[src/rtl/pong_game_sequencer.sv]
// pong_game_sequencer
// Match-level controller for the pong ball/paddle engine. It divides clk into
// game ticks and issues a one-cycle step pulse to the engine during play. It
// also sequences the match phases, keeps both scores, and tracks the serve
// direction and the winner.
//
// Ports:
//   clk          system clock
//   rst_n        asynchronous active-low reset
//   ena          design enable; when low, all state freezes and step is 0
//   start        start button (level); only its rising edge acts
//   pause        level; when high, step is held low in PLAY
//   miss_left    engine pulse: ball passed the left edge (right player scores)
//   miss_right   engine pulse: ball passed the right edge (left player scores)
//   step         one-cycle engine update enable, at most once per tick
//   ball_reset   engine holds the ball at centre while this is high
//   serve_dir    0 = serve toward left, 1 = serve toward right
//   score_left   left player score
//   score_right  right player score
//   state        FSM phase: IDLE=0, SERVE=1, PLAY=2, POINT=3, GAME_OVER=4
//   winner       0 = left, 1 = right; meaningful only in GAME_OVER
module pong_game_sequencer #(
  parameter int TICK_DIV    = 16,
  parameter int WIN_SCORE   = 7,
  parameter int SERVE_DELAY = 4,
  parameter int POINT_DELAY = 8
) (
  input  logic       clk,
  input  logic       rst_n,
  input  logic       ena,
  input  logic       start,
  input  logic       pause,
  input  logic       miss_left,
  input  logic       miss_right,
  output logic       step,
  output logic       ball_reset,
  output logic       serve_dir,
  output logic [3:0] score_left,
  output logic [3:0] score_right,
  output logic [2:0] state,
  output logic       winner
);

  localparam int MAX_DELAY = (SERVE_DELAY > POINT_DELAY) ? SERVE_DELAY : POINT_DELAY;
  localparam int DW        = $clog2(MAX_DELAY) + 1;
  localparam int PW        = $clog2(TICK_DIV);

  localparam logic [2:0] S_IDLE      = 3'd0;
  localparam logic [2:0] S_SERVE     = 3'd1;
  localparam logic [2:0] S_PLAY      = 3'd2;
  localparam logic [2:0] S_POINT     = 3'd3;
  localparam logic [2:0] S_GAME_OVER = 3'd4;

  localparam logic [PW-1:0] PRESC_LAST = PW'(TICK_DIV - 1);
  localparam logic [DW-1:0] SERVE_LAST = DW'(SERVE_DELAY - 1);
  localparam logic [DW-1:0] POINT_LAST = DW'(POINT_DELAY - 1);
  localparam logic [3:0]    WIN        = 4'(WIN_SCORE);

  logic [2:0]    state_q;
  logic [PW-1:0] presc_q;
  logic [DW-1:0] dcnt_q;
  logic          start_q;
  logic [3:0]    score_l_q;
  logic [3:0]    score_r_q;
  logic          serve_dir_q;
  logic          winner_q;

  logic          tick;
  logic          start_rise;
  logic [3:0]    score_l_inc;
  logic [3:0]    score_r_inc;

  assign tick        = ena && (presc_q == PRESC_LAST);
  assign start_rise  = start && !start_q;
  assign score_l_inc = score_l_q + 4'd1;
  assign score_r_inc = score_r_q + 4'd1;

  assign step        = tick && (state_q == S_PLAY) && !pause;
  assign ball_reset  = (state_q == S_IDLE) || (state_q == S_SERVE) || (state_q == S_POINT);
  assign serve_dir   = serve_dir_q;
  assign score_left  = score_l_q;
  assign score_right = score_r_q;
  assign state       = state_q;
  assign winner      = winner_q;

  always_ff @(posedge clk or negedge rst_n) begin
    if (!rst_n) begin
      state_q     <= S_IDLE;
      presc_q     <= '0;
      dcnt_q      <= '0;
      start_q     <= 1'b1;  // a start held through reset must not count as an edge
      score_l_q   <= 4'd0;
      score_r_q   <= 4'd0;
      serve_dir_q <= 1'b1;
      winner_q    <= 1'b0;
    end else if (ena) begin
      presc_q <= (presc_q == PRESC_LAST) ? '0 : presc_q + 1'b1;
      start_q <= start;

      case (state_q)
        S_IDLE: begin
          if (start_rise) begin
            state_q <= S_SERVE;
            dcnt_q  <= '0;
          end
        end

        S_SERVE: begin
          if (tick) begin
            if (dcnt_q == SERVE_LAST) begin
              state_q <= S_PLAY;
              dcnt_q  <= '0;
            end else begin
              dcnt_q <= dcnt_q + 1'b1;
            end
          end
        end

        // Misses are sampled every enabled cycle, not just on ticks, so a
        // one-cycle engine pulse is never lost. A simultaneous double miss
        // is treated as a replay with no score change.
        S_PLAY: begin
          if (miss_left && miss_right) begin
            state_q <= S_SERVE;
            dcnt_q  <= '0;
          end else if (miss_left) begin
            score_r_q   <= score_r_inc;
            serve_dir_q <= 1'b0;
            dcnt_q      <= '0;
            if (score_r_inc == WIN) begin
              state_q  <= S_GAME_OVER;
              winner_q <= 1'b1;
            end else begin
              state_q <= S_POINT;
            end
          end else if (miss_right) begin
            score_l_q   <= score_l_inc;
            serve_dir_q <= 1'b1;
            dcnt_q      <= '0;
            if (score_l_inc == WIN) begin
              state_q  <= S_GAME_OVER;
              winner_q <= 1'b0;
            end else begin
              state_q <= S_POINT;
            end
          end
        end

        S_POINT: begin
          if (tick) begin
            if (dcnt_q == POINT_LAST) begin
              state_q <= S_SERVE;
              dcnt_q  <= '0;
            end else begin
              dcnt_q <= dcnt_q + 1'b1;
            end
          end
        end

        S_GAME_OVER: begin
          if (start_rise) begin
            score_l_q   <= 4'd0;
            score_r_q   <= 4'd0;
            serve_dir_q <= 1'b1;
            winner_q    <= 1'b0;
            dcnt_q      <= '0;
            state_q     <= S_SERVE;
          end
        end

        default: begin
          state_q <= S_IDLE;
        end
      endcase
    end
  end

endmodule
[config.mk]
export PLATFORM = sky130hd
export DESIGN_NAME = pong_game_sequencer
export DESIGN_NICKNAME = d
export VERILOG_FILES = /design/src/rtl/pong_game_sequencer.sv
export SDC_FILE = /design/constraint.sdc
export NUM_CORES = 1
export LEC_CHECK = 0
export BUFFER_PORTS_ARGS = -buffer_cell sky130_fd_sc_hd__buf_2
export CAP_MARGIN = 15
export CORE_UTILIZATION = 59
export CTS_CLUSTER_SIZE = 20
export DETAILED_ROUTE_END_ITERATION = 10
export GPL_TIMING_DRIVEN = 0
export PLACE_DENSITY = 0.89
export SLEW_MARGIN = 15
export SYNTH_ARGS = -nofsm -noshare
export SYNTH_HDL_FRONTEND = slang
export SYNTH_SLANG_ARGS = --single-unit
[constraint.sdc]
create_clock -name clk -period 3.1 [get_ports clk]
set_clock_uncertainty 0.1 [all_clocks]
set_input_delay 0.465 -clock clk [delete_from_list [all_inputs] [get_ports clk]]
set_output_delay 0.465 -clock clk [all_outputs]
set_load 0.05 [all_outputs]
==> out/metrics.csv <==
metric,value,unit
status,"complete, but fails checks",
failing checks,negative hold slack,
final critical-path setup slack,0.741,ns
Hold Buf Count CTS,0,
leading area contributor after synthesis,dfrtp_1,
first-pass GRT wire length,4870,um
Finished Cell Area,0.00147,mm2
clock share of power,0.233,
hold crit path type,in2async,
Critical Path End Type,output pin,
Starting Density,0.649,
number of clock sinks,22,
setup bufs post-CTS,0,
Yosys top cell area share,0.382,
Net Sw Power,0.165,mW
input/output buffers,20,
internal power,0.415,mW
switching part of the total,0.284,
Die Y-Extent,49.1,um
register area,553,um2
placed cell count,189,
CTS tree,built,
Placer Congestion,0.845,
Post-synth top cells,"dfrtp_1, o21ai_0, nand2_1, a21oi_1, nand2b_1",
"count leader, synth",dfrtp_1,
Final Max Tran Viols,0,
fin util,0.728,
vias in the first global route,1140,
Routed wire per std cell,12.9,um
FMAX,0.424,GHz
"setup slack, reg-to-reg",1.13,ns
Final Hold Vio Count,4,
Hold WS,-0.00832,ns
slew margin rel.,0.589,
crit path max fanout,10,
Final min period,2.36,ns
Root Driver,clkbuf_4,
Combinational Power Share,0.152,
P_leak,0.657,nW
# resized after CTS,0,
Ys Warns,0,
dpl cell area,0.00145,mm2
worst setup path class,reg2out,
initial antenna violation count,0,
final cell count without fillers,193,
syn_nets,155,
Die Area,0.00242,mm2
number of synthesized register bits,22,
Critical Path RT,2.53,ns
TritonCTS Buffers,3,
Reg power frac,0.614,
drc violations,0,
area of the multi-input gates,709,um2
Post-synth EDFFs,0,
Design Power,0.580,mW
Core Area,0.00202,mm2
Cell Rows,16,
vias after detailed routing,1134,
Yosys cell types,41,
worst-margin pin slew,0.613,ns
Post-DP HPWL,1910,um
post-synth design cell area,0.00131,mm2
Power Dens Cells,394,mW/mm2
H-tree levels,1,
Die X,49.1,um
I/O Pins,22,
Final setup viols,0,
DR vias/cell,5.88,
RSZ-0062 raised after global routing,no,
R2R depth,6,
syn_area_per_cell,9.23,um2
Placement Setup Slack,1.08,ns
Clock Latency Late Sink,0.30,ns
Layout area overhead,12.2,%
largest cells by area after synthesis,"dfrtp_1, o21ai_0, ha_1",
1st-iter DRT viols,19,
share of post-route cells with drive strength above 1,0.223,
Worst-path clk slew,0.12,ns
FF-to-FF Start,score_left[0],
Final nets,180,
clock buffer depth,2,
max_cap viols,0,
Post-Synthesis Cells,142,
ANT nets after route,0,
setup_tns,0,ns
Tot GR Track Use,0.254,
largest net degree at the start of global routing,23,
arrival time of the worst setup path,1.79,ns
fin crit share,0.761,
Filler cells,149,
sequential area share after synthesis,0.422,
prevailing post-synth register cell,dfrtp_1,
first drt pass iteration count,4,
CP startpoint kind,flip-flop,
FF-to-FF End,winner,
Max IR drop VDD,0.319,mV
WL final,2490,um
Ant. Diodes,0,
total congestion overflow,0,
asr flop ratio synth,1.00,
[per-layer routing]
metal / routed length, um / track usage / part of all wire / vias to the layer above
li1: - / - / - / 557
met1: 1150 / 0.333 / 0.46 / 543
met2: 1240 / 0.427 / 0.50 / 32
met3: 85 / 0.0343 / 0.034 / 2
met4: 14 / 0.0882 / 0.0056 / 0
met5: 0 / 0 / 0 / -
[how the worst max path moves through the flow]
| stage | slack, ns | to | from |
|---|---|---|---|
| after floorplan | 0.28 | step | state[2] |
| after global placement | 1.12 | step | state[2] |
| after detailed placement | 1.08 | step | state[2] |
| after CTS | 0.72 | step | state[2] |
| after global routing | 0.59 | step | state[2] |
| final | 0.74 | step | state[2] |
[power groups by stage]
| stage | Combinational [mW] | Clock (mW) | Sequential (mW) |
|---|---|---|---|
| final | 0.0883 | 0.135 | 0.356 |
| after global placement | 0.0850 | 0 | 0.359 |
| after CTS | 0.0892 | 0.140 | 0.356 |
| after floorplan | 0.0657 | 0 | 0.357 |
| after global routing | 0.111 | 0.150 | 0.363 |
| after detailed placement | 0.0891 | 0 | 0.362 |
[kinds of logic after synthesis]
family / after synthesis / share of synthesized area
flops: 22 / 0.422
mux: 3 / 0.0258
buf+inv: 9 / 0.0372
fa+ha+maj: 6 / 0.0573
simple gates: 54 / 0.222
xor+xnor: 5 / 0.0334
compound gates: 43 / 0.202
[placed cells by master (no fill, tap or decap), types with 2 or more instances in the layout]
cell type | synthesis | final
dfrtp_1 | 20 | 20
nor2_1 | 8 | 8
nor3_1 | 2 | 2
o21ai_0 | 17 | 17
a31oi_1 | 2 | 2
nor2b_1 | 2 | 2
a21oi_1 | 10 | 10
clkbuf_4 | 0 | 3
inv_1 | 6 | 6
nand3_1 | 5 | 5
mux2_2 | 3 | 3
buf_2 | 0 | 20
ha_1 | 6 | 6
buf_4 | 2 | 2
nand2_1 | 16 | 16
dfstp_2 | 2 | 2
xnor2_1 | 2 | 2
o22ai_1 | 3 | 3
nand4_1 | 2 | 2
xor2_1 | 3 | 3
nand2b_1 | 9 | 9
[registers in the layout, indices dropped and copies added, names as in the netlist]
name         flops
dcnt_q           4
presc_q          4
score_left       4
score_right      4
state            3
serve_dir        1
start_q          1
winner           1
[worst max-delay path, cell delays in order (launching register included)]
cell and delay [ns]:
dfrtp_1 0.43, buf_4 0.18, nand2b_1 0.21, nand2b_1 0.21
nor3_1 0.18, buf_2 0.29
[final cells by class]
type | count | area share
multi-input combinational | 111 | 0.482
sequential | 22 | 0.376
timing repair buffer | 20 | 0.0680
tap | 27 | 0.0230
clock buffer | 4 | 0.0179
buffer | 3 | 0.0179
inverter | 6 | 0.0153
Power figures use the tool's default switching activity.
